`config.mk`:
```
export PLATFORM = sky130hd
export DESIGN_NAME = fetch_pc_ctrl
export DESIGN_NICKNAME = d
export VERILOG_FILES = /design/src/rtl/fetch_pkg.sv /design/src/rtl/fetch_pc_reg.sv /design/src/rtl/fetch_pc_ctrl.sv
export SDC_FILE = /design/constraint.sdc
export NUM_CORES = 1
export LEC_CHECK = 0
export BUFFER_PORTS_ARGS = -buffer_cell sky130_fd_sc_hd__buf_2
export CAP_MARGIN = 15
export CORE_MARGIN = 2
export CORE_UTILIZATION = 51
export DETAILED_ROUTE_END_ITERATION = 8
export PLACE_DENSITY = 0.92
export SLEW_MARGIN = 5
export SYNTH_ARGS = -nofsm -noshare
export SYNTH_HDL_FRONTEND = slang
export SYNTH_SLANG_ARGS = --single-unit
```
`constraint.sdc`:
```
create_clock -name clk -period 3.35 [get_ports clk]
set_input_delay 0 -clock clk [delete_from_list [all_inputs] [get_ports clk]]
set_output_delay 0 -clock clk [all_outputs]
set_load 0.02 [all_outputs]
```
`src/rtl/fetch_pkg.sv`:
```
`default_nettype none
// -----------------------------------------------------------------------------
// fetch_pkg : shared fetch-stage types and constants
// Rev 1.0
// -----------------------------------------------------------------------------
package fetch_pkg;

  typedef enum logic [1:0] {
    IDLE  = 2'd0,
    FETCH = 2'd1,
    HOLD  = 2'd2
  } fetch_state_t;

  localparam logic [31:0] FETCH_RESET_PC = 32'h0000_0060;
  localparam int unsigned INSTR_BYTES    = 4;

endpackage
`default_nettype wire

```
`src/rtl/fetch_pc_reg.sv`:
```
`default_nettype none
// -----------------------------------------------------------------------------
// fetch_pc_reg : load-enabled PC register, async active-low reset to RESET_PC
// Rev 1.0
// -----------------------------------------------------------------------------
module fetch_pc_reg
  import fetch_pkg::*;
#(
  parameter int               WIDTH    = 32,
  parameter logic [WIDTH-1:0] RESET_PC = WIDTH'(FETCH_RESET_PC)
) (
  input  logic             clk,
  input  logic             rst_n,
  input  logic             load_en,
  input  logic [WIDTH-1:0] d,
  output logic [WIDTH-1:0] q
);

  logic [WIDTH-1:0] value_q;

  always_ff @(posedge clk or negedge rst_n) begin
    if (!rst_n) begin
      value_q <= RESET_PC;
    end else if (load_en) begin
      value_q <= d;
    end
  end

  assign q = value_q;

endmodule
`default_nettype wire

```
`src/rtl/fetch_pc_ctrl.sv`:
```
`default_nettype none
// -----------------------------------------------------------------------------
// fetch_pc_ctrl : fetch PC sequencer with trap/branch redirect and decode hold
// Rev 1.0
// -----------------------------------------------------------------------------
module fetch_pc_ctrl
  import fetch_pkg::*;
#(
  parameter int               WIDTH    = 32,
  parameter logic [WIDTH-1:0] RESET_PC = WIDTH'(FETCH_RESET_PC)
) (
  input  logic             clk,
  input  logic             rst_n,
  input  logic             trap_valid,
  input  logic [WIDTH-1:0] trap_target,
  input  logic             redirect_valid,
  input  logic [WIDTH-1:0] redirect_target,
  input  logic             id_stall,
  output logic             imem_read,
  output logic [WIDTH-1:0] imem_address,
  input  logic             imem_resp,
  input  logic [WIDTH-1:0] imem_rdata,
  output logic             if_valid,
  output logic [WIDTH-1:0] if_pc,
  output logic [WIDTH-1:0] if_instr,
  output logic [WIDTH-1:0] pc
);

  fetch_state_t     state_q, state_d;
  logic             imem_read_q, imem_read_d;
  logic             if_valid_q, if_valid_d;
  logic [WIDTH-1:0] if_pc_q, if_pc_d;
  logic [WIDTH-1:0] if_instr_q, if_instr_d;
  logic             pend_valid_q, pend_valid_d;
  logic             pend_trap_q, pend_trap_d;
  logic [WIDTH-1:0] pend_target_q, pend_target_d;

  logic             pc_load;
  logic [WIDTH-1:0] pc_next;

  logic             req_valid;
  logic [WIDTH-1:0] req_target;
  logic             req_takes_pend;
  logic             merged_valid;
  logic             merged_trap;
  logic [WIDTH-1:0] merged_target;

  fetch_pc_reg #(
    .WIDTH    (WIDTH),
    .RESET_PC (RESET_PC)
  ) u_pc_reg (
    .clk     (clk),
    .rst_n   (rst_n),
    .load_en (pc_load),
    .d       (pc_next),
    .q       (pc)
  );

  always_comb begin
    req_valid  = trap_valid | redirect_valid;
    req_target = (trap_valid ? trap_target : redirect_target) & ~WIDTH'(3);
    // A parked trap is never displaced by a later plain branch/jump.
    req_takes_pend = req_valid && !(pend_valid_q && pend_trap_q && !trap_valid);
    merged_valid   = pend_valid_q | req_valid;
    merged_target  = req_takes_pend ? req_target : pend_target_q;
    merged_trap    = req_takes_pend ? trap_valid : pend_trap_q;
  end

  always_comb begin
    state_d       = state_q;
    if_valid_d    = if_valid_q;
    if_pc_d       = if_pc_q;
    if_instr_d    = if_instr_q;
    pend_valid_d  = pend_valid_q;
    pend_trap_d   = pend_trap_q;
    pend_target_d = pend_target_q;
    pc_load       = 1'b0;
    pc_next       = pc;

    unique case (state_q)
      IDLE: begin
        state_d = FETCH;
        if (req_valid) begin
          pc_load = 1'b1;
          pc_next = req_target;
        end
      end

      FETCH: begin
        pend_valid_d  = merged_valid;
        pend_trap_d   = merged_trap;
        pend_target_d = merged_target;
        if (imem_resp) begin
          pc_load = 1'b1;
          if (merged_valid) begin
            // Response belongs to the old path: drop it and restart at the target.
            pc_next      = merged_target;
            pend_valid_d = 1'b0;
            pend_trap_d  = 1'b0;
          end else begin
            if_instr_d = imem_rdata;
            if_pc_d    = pc;
            if_valid_d = 1'b1;
            pc_next    = pc + WIDTH'(INSTR_BYTES);
            state_d    = HOLD;
          end
        end
      end

      HOLD: begin
        if (req_valid) begin
          pc_load    = 1'b1;
          pc_next    = req_target;
          if_valid_d = 1'b0;
          state_d    = FETCH;
        end else if (!id_stall) begin
          if_valid_d = 1'b0;
          state_d    = FETCH;
        end
      end

      default: begin
        state_d    = IDLE;
        if_valid_d = 1'b0;
      end
    endcase

    imem_read_d = (state_d == FETCH);
  end

  always_ff @(posedge clk or negedge rst_n) begin
    if (!rst_n) begin
      state_q       <= IDLE;
      imem_read_q   <= 1'b0;
      if_valid_q    <= 1'b0;
      if_pc_q       <= '0;
      if_instr_q    <= '0;
      pend_valid_q  <= 1'b0;
      pend_trap_q   <= 1'b0;
      pend_target_q <= '0;
    end else begin
      state_q       <= state_d;
      imem_read_q   <= imem_read_d;
      if_valid_q    <= if_valid_d;
      if_pc_q       <= if_pc_d;
      if_instr_q    <= if_instr_d;
      pend_valid_q  <= pend_valid_d;
      pend_trap_q   <= pend_trap_d;
      pend_target_q <= pend_target_d;
    end
  end

  assign imem_read    = imem_read_q;
  assign imem_address = pc;
  assign if_valid     = if_valid_q;
  assign if_pc        = if_pc_q;
  assign if_instr     = if_instr_q;

endmodule
`default_nettype wire

```
==> metrics.txt, run 1 <==
area leader, netlist=dfrtp_1; Post-CTS Setup Inserts=0; synth top area cells=dfrtp_1 48%, nand2_1 13%, o21ai_0 4.0%; drt pass-1 iters=6; Slew Viols, Final=0; Synth Register Bits=134; Final Skew=0.00965 ns; final setup margin=0.435 ns; Total Routing Usage GR=33.2%; register area share after synthesis=49.1%; slowest CP cell=or4_1; initial DRC count=about 1,200; RSZ-0062 raised after global routing=no; FFs w/ async S/R, synth=100%; worst skew pair latency=0.43 ns; largest net degree at the start of global routing=96; CTS buffer count=17; Layout Nets=1,144; Buf/Inv on CP=0; crit path time final=2.91 ns; Die W=between 100 and 150 um; wire per inst=~19 um; total gr overflow=0; number of antenna violations at the first check in global routing=1; Setup WS pre-CTS=0.564 ns; setup TNS=0 ns; static leakage=between 4 and 5 nW; post-DR vias/cell=5.97; Final Power=between 6 and 7 mW; Slew @ Worst Pin=just under 1 ns; Critical Path Source Type=flop; Placed Area=roughly 7900 um2; CP Max Fanout=10; IO Port Bufs=227; library cells used by synthesis=a little over 60; top_reg_cell synth=dfrtp_1; Synth Instances=777; Multi-input gate area=3020 um2; Clock Sinks=between 100 and 150; count leader, synth=nand2_1; critical path class=reg2reg; register area=about 3400 um2; PwrDens=718 nW/um2; hold_ws=around 0.0093 ns; Peak VDD IR=375 uV; Synth top area share=48.3%; DRC=0; area grow syn2layout=36.2%; number of instances in the placed design=1,117; status=completed; first-pass GRT wire length=37,200 um; Starting Density=51.8%; Fmax achieved=between 300 and 400 MHz; Slew HR=34.8%; Non-Filler Instances=1,230; WP data required=3.68 ns; Clock transition at path regs=0.06 ns; Final Hold Viols=0; share of layout cells above drive strength 1=28.9%; fill cell count=912; Post-synth EDFFs=0; die height=between 100 and 150 um; max incr delay on CP=0.74 ns; final cell utilization of the core=70.6%; Crit path arrival time=3.24 ns; final WL=~23,000 um; Post-Syn Nets=880; # IOs=about 230; fin area=approximately 9300 um2; worst min path class=in2reg; total core area=13,200 um2; CTS root buf=clkbuf_16; row count=42; Worst path top cell family by delay=simple AND/OR/NAND/NOR gates; mean post-synth cell area=slightly below 9 um2; CP endpoint kind=flop; CTS H-tree lvls=4; die area=14,300 um2; Syn. warnings=0; DR vias=7,342; antenna-violating nets left=0; vias in the first global route=about 7,200; CTS tree=done; mapped cell area=6840 um2; max_cap viols=0; Setup Viol. Count Final=0; critical-path cell list=ha_1, nand3_1, or4_1, or4_4, o31a_1, o32ai_2; deepest clock path buffer count=2; DPL Wire Length=13,500 um; Post-synth top cells=238 x nand2_1, 132 x dfrtp_1, 54 x o21ai_0; Final Cycle Share=87.0%; routability cong.=0.891
worst reg2reg max path: cells and delay by family, from the launching register on:
kind | cells | cell delay, ns
simple gates | 3 | 1.53
flops | 1 | 0.54
compound gates | 2 | 0.46
fa+ha+maj | 1 | 0.29
where the power goes:
part | leakage, nW | switching, mW | total, mW | internal, mW
logic | 2.68 | 1.46 | 2.28 | 0.815
clock network | 0.282 | 0.694 | 1.87 | 1.18
registers | 1.63 | 0.462 | 2.54 | 2.07
registers in the layout (all words and copies together) (netlist names):
name           cells
u_pc_reg.q        32
pend_valid_q       1
pend_target_q     32
state_q            2
pend_trap_q        1
if_pc             32
imem_read          1
if_valid           1
if_instr          32
area by class of cell:
type | instances | share of cell area [%]
flip-flops and latches | 134 | 36.0
multi-input cells | 551 | 32.4
repair buffers | 328 | 22.6
clock inverters | 10 | 1.40
clock buffers | 21 | 4.84
well taps | 176 | 2.36
inverters | 9 | 0.363
diodes | 1 | 0.0269
logic make-up (layout without fill, tap and decap cells):
| family | Yosys count | after routing | synth area share [%] |
|---|---|---|---|
| adder cells (fa/ha/maj) | 1 | 1 | 0.183 |
| other | 0 | 1 | 0 |
| flip-flops | 134 | 134 | 49.1 |
| buffers and inverters | 92 | 368 | 7.01 |
| multiplexers | 40 | 40 | 6.17 |
| AO/OA/AOI/OAI | 154 | 154 | 14.7 |
| XOR/XNOR | 11 | 11 | 1.41 |
| AND/OR/NAND/NOR | 345 | 345 | 21.4 |
layout by cell type (no fill, tap or decap), drive strengths merged, types with 3 or more instances in the layout:
cell / count
buf: 247
nand2: 238
dfrtp: 132
dlygate4sd3: 81
o21ai: 55
nor2: 35
mux2i: 23
a21oi: 22
clkbuf: 21
mux2: 17
nor3: 15
nand3: 12
nand4: 12
inv: 9
xnor2: 9
or3: 8
a22oi: 7
nor4: 7
a31oi: 7
o22ai: 7
a311oi: 6
o211ai: 5
clkinv: 5
and2: 4
o21a: 4
o31a: 4
a211oi: 4
o32ai: 4
or2: 3
o41ai: 3
and4: 3
a221oi: 3
o221ai: 3
o31ai: 3
bufinv: 3
final timing paths:
| kind | from | to | slack (ns) | depth (start not counted) |
|---|---|---|---|---|
| worst max register to register | u_pc_reg.q[2] | u_pc_reg.q[28] | 0.44 | 6 |
| worst min-delay path | trap_target[19] | pend_target_q[19] | 0.009 | 3 |
| worst min register to register | if_pc[27] | if_pc[27] | 0.47 | 2 |
| worst max-delay path | u_pc_reg.q[2] | u_pc_reg.q[28] | 0.44 | 6 |
| max in group asynchronous | rst_n | u_pc_reg.q[5] | 2.22 | 3 |
| min in group asynchronous | rst_n | if_instr[3] | 0.24 | 2 |
per-layer routing:
| layer | up-vias | global-route usage (%) | share of wire, % | routed length (um) |
|---|---|---|---|---|
| met3 | 170 | 8.70 | 10 | 2340 |
| met4 | 0 | 19.3 | 6.1 | 1430 |
| met1 | 3356 | 41.5 | 38 | 8780 |
| met2 | 632 | 52.1 | 46 | 10700 |
| li1 | 3184 | - | - | - |
| met5 | - | 0 | 0 | 0 |
repair_timing:
item	in CTS	in global routing
hold buffers	77	4
endpoints found under the hold margin	153	2
resized for setup	0	0
Power figures use the tool's default switching activity.
==> inputs of run 2 (changes only) <==
Settings changed: ABC_CLOCK_PERIOD_IN_PS set to 3350, CELL_PAD_IN_SITES_DETAIL_PLACEMENT set to 1, CELL_PAD_IN_SITES_GLOBAL_PLACEMENT set to 1, CORE_UTILIZATION 51 to 37, HOLD_SLACK_MARGIN set to 0.02, PLACE_DENSITY 0.92 to 0.91.
==> metrics.txt, run 2 (synthesis results as in run 1) <==
setup TNS=0 ns; CTS buffer count=17; static leakage=approximately 4.7 nW; CP endpoint kind=flop; Crit path arrival time=3.22 ns; Fmax achieved=347 MHz; Final Power=7.16 mW; Die W=140 um; Final Skew=0.00936 ns; critical path class=reg2reg; largest net degree at the start of global routing=roughly 90; Starting Density=between 30% and 40%; Setup Viol. Count Final=0; WP data required=about 3.7 ns; Reg2Reg Setup Slack=0.47 ns; reg2reg start=u_pc_reg.q[3]; CP Max Fanout=8; CTS root buf=clkbuf_16; commonest non-fill, non-tap cell in the layout=nand2_1; post-DR vias/cell=5.58; Slew HR=between 40% and 50%; drt pass-1 iters=5; cts hold-fix bufs=84; die area=19,600 um2; Worst Hold End=pend_target_q[19]; Final Hold Viols=0; antenna-violating nets left=0; post-CTS sizing=0; Layout Nets=1,152; share of layout cells above drive strength 1=29.5%; DRC=0; max_cap viols=0; IO Port Bufs=approximately 230; fill cell count=2,122; Clock transition at path regs=0.06 ns; Critical Path Source Type=flop; crit path time final=between 2 and 3 ns; # IOs=232; Antenna diodes=0; number of antenna violations at the first check in global routing=0; vias in the first global route=7,827; die height=140 um; CTS H-tree lvls=4; wire per inst=20.6 um; DR vias=7,209; Clock Sinks=134; area grow syn2layout=40.2%; Final Cycle Share=86.0%; routability cong.=0.848; first-pass GRT wire length=between 40,000 and 50,000 um; status=completed; reg2reg path depth=6; hold path cells=3; total core area=between 15,000 and 20,000 um2; DPL Wire Length=between 15,000 and 20,000 um; most frequent cells in the layout=237 x nand2_1, 226 x buf_2, 132 x dfrtp_1, 85 x dlygate4sd3_1, 54 x o21ai_0; hold_sp=redirect_target[19]; Slew @ Worst Pin=0.867 ns; final WL=26,600 um; CTS tree=done; Total Routing Usage GR=27.2%; worst min path class=in2reg; initial DRC count=484; Post-CTS Setup Inserts=0; deepest clock path buffer count=2; row count=49; RSZ-0062 raised after global routing=no; PwrDens=747 nW/um2; Critical R2R Capture=u_pc_reg.q[28]; Peak VDD IR=405 uV; Slew Viols, Final=0; worst skew pair latency=0.43 ns; total gr overflow=0
==> run 2: power breakdown <==
part           switching, mW  internal [mW]
Sequential             0.459           2.07
Combinational           1.53          0.833
Clock                  0.760           1.51
==> run 2: cell type report <==
type | instances | area, um2 | share of cell area [%]
timing repair buffer | 336 | 2190 | 22.8
clock inverter | 13 | 250 | 2.61
tap | 229 | 287 | 2.99
inverter | 9 | 33.8 | 0.352
clock buffer | 19 | 453 | 4.73
sequential | 134 | 3360 | 35.0
multi-input combinational | 551 | 3020 | 31.5
==> run 2: critical path, stage by stage, from the launching register on <==
cell	delay, ns
dfrtp_1	0.50
ha_1	0.28
nand3_1	0.18
or4_1	0.78
or4_4	0.60
o31a_1	0.26
o32ai_2	0.18
==> run 2: per-stage QoR <==
stage          setup WS [ns]  instance area (um2)  utilization, %  cells  hold WS (ns)
2_1_floorplan          0.719                 6840               -    777        -0.296
5_1_grt                0.362                 9580            53.2   1291        0.0206
3_5_place_dp           0.530                 8030            44.6   1174         0.136
4_1_cts                0.518                 9570            53.1   1290        0.0208
3_3_place_gp           0.622                 8030            44.6   1174         0.146
6_report               0.467                 9580            53.2   1291        0.0224
==> run 2: how the worst max path moves through the flow <==
stage,slack (ns),startpoint,cells past startpoint,to
after CTS,0.52,u_pc_reg.q[3],6,u_pc_reg.q[28]
after global routing,0.36,u_pc_reg.q[3],6,u_pc_reg.q[30]
after global placement,0.62,u_pc_reg.q[3],6,u_pc_reg.q[28]
final,0.47,u_pc_reg.q[3],6,u_pc_reg.q[28]
after detailed placement,0.53,u_pc_reg.q[3],6,u_pc_reg.q[28]
after floorplan,0.72,u_pc_reg.q[2],7,u_pc_reg.q[28]
==> run 2: metal layers <==
metal	vias to the layer above	GRT usage [%]	part of all wire, %
met4	0	13.4	4.6
met5	-	0	0
li1	3200	-	-
met3	90	6.29	5.9
met2	295	48.3	51
met1	3624	30.8	38
==> inputs of run 3 (changes only) <==
Settings changed: REMOVE_ABC_BUFFERS set to 1.
==> metrics.txt, run 3 (synthesis results as in run 1) <==
reg2reg path depth=6; Worst Hold End=pend_target_q[19]; DRC=0; final cell utilization of the core=approximately 53%; Critical R2R Capture=u_pc_reg.q[28]; fin area=about 9500 um2; Final Skew=~0.01 ns; number of instances in the placed design=1,168; # IOs=about 230; IO Port Bufs=227; row count=49; number of antenna violations at the first check in global routing=0; Setup WS pre-CTS=between 0.4 and 0.5 ns; reg2reg start=u_pc_reg.q[2]; total core area=18,000 um2; deepest clock path buffer count=2; status=completed; Placed Area=7990 um2; final WL=26,900 um; Fmax achieved=335 MHz; Total Routing Usage GR=27.3%; Antenna diodes=0; CTS buffer count=17; Slew Viols, Final=0; wire per inst=20.9 um; CP endpoint kind=flop; Starting Density=37.9%; hold_sp=trap_target[19]; Final Power=6.94 mW; CTS root buf=clkbuf_16; largest net degree at the start of global routing=104; final setup margin=0.366 ns; Clock transition at path regs=0.06 ns; Slew @ Worst Pin=0.987 ns; Setup Viol. Count Final=0; Final Cycle Share=89.1%; CP Max Fanout=10; WP data required=3.67 ns; total gr overflow=0; Non-Filler Instances=roughly 1,300; Slew HR=approximately a third; Peak VDD IR=about 400 uV; worst min path class=in2reg; hold path cells=3; die height=140 um; Layout Nets=1,153; Die W=between 100 and 150 um; vias in the first global route=~7,600; DPL Wire Length=around 16,000 um; RSZ-0062 raised after global routing=no; share of layout cells above drive strength 1=28.8%; Final Hold Viols=0; max incr delay on CP=0.77 ns; Clock Sinks=134; drt pass-1 iters=5; critical path launch point=u_pc_reg.q[2]; crit path time final=about 3.0 ns; antenna-violating nets left=0; slowest CP cell=or4_1; area grow syn2layout=39.6%; Post-CTS Setup Inserts=0; PwrDens=727 nW/um2; die area=19,600 um2; CTS tree=done; Reg2Reg Setup Slack=between 0.3 and 0.4 ns; most frequent cells in the layout=236 x nand2_1, 226 x buf_2, 132 x dfrtp_1, 92 x dlygate4sd3_1, 54 x o21ai_0; initial DRC count=581; first-pass GRT wire length=around 42,000 um; post-DR vias/cell=5.62; static leakage=between 4 and 5 nW; CTS H-tree lvls=4; commonest non-fill, non-tap cell in the layout=nand2_1; critical path class=reg2reg; max_cap viols=0; critical-path cell list=ha_1, nand3_1, or4_1, or4_4, o31a_1, o32ai_2; worst skew pair latency=0.43 ns; routability cong.=0.810; DR vias=7,256; Critical Path Source Type=flop; Crit path arrival time=~3.3 ns
run 3: changes by cell type in the layout (fill, tap and decap cells not counted), moves of 2 or more:
cell and delta:
dlygate4sd3_1 +7, clkbuf_8 -2, bufinv_16 -2, buf_4 -6
run 3: through the flow:
step           hold WS, ns  TNS (ns)
5_1_grt             0.0468         0
3_3_place_gp         0.190         0
6_report            0.0213         0
4_1_cts             0.0207         0
3_5_place_dp         0.196         0
2_1_floorplan       -0.296    -19.48
run 3: worst max path at each step:
stage                                end  slack [ns]  cells after the start
after CTS                 u_pc_reg.q[28]        0.44                      6
final                     u_pc_reg.q[28]        0.37                      6
after global placement    u_pc_reg.q[28]        0.60                      6
after detailed placement  u_pc_reg.q[28]        0.50                      6
after global routing      u_pc_reg.q[28]        0.28                      6
after floorplan           u_pc_reg.q[15]       -0.66                      5
run 3: area by class of cell:
class / count / area [um2]
tap: 229 / 287
sequential: 134 / 3360
inverter: 9 / 33.8
multi-input combinational: 551 / 3020
clock buffer: 18 / 429
clock inverter: 13 / 206
fill: 2082 / 8480
timing repair buffer: 337 / 2210
run 3: repair_timing:
item | 4_1_cts | 5_1_grt
gates resized for setup | 0 | 0
hold buffers | 92 | 0
endpoints found under the hold margin | 167 | 0
run 3: metal layers:
metal	global-route usage (%)	share of wire, %	up-vias
li1	-	-	3202
met1	33.6	40	3585
met5	0	0	-
met3	5.61	7.5	68
met2	47.2	50	401
met4	10.4	2.9	0
run 3: power breakdown:
group | leakage [nW] | internal [mW] | total, mW | switching (mW)
logic | 2.73 | 0.827 | 2.36 | 1.53
clock network | 0.306 | 1.31 | 2.04 | 0.723
registers | 1.63 | 2.07 | 2.54 | 0.467
run 3: worst max-delay path, delay by kind of cell (launching register included):
| kind | cells | cell delay [ns] |
|---|---|---|
| simple gates | 3 | 1.58 |
| compound gates | 2 | 0.49 |
| fa+ha+maj | 1 | 0.28 |
| flops | 1 | 0.53 |
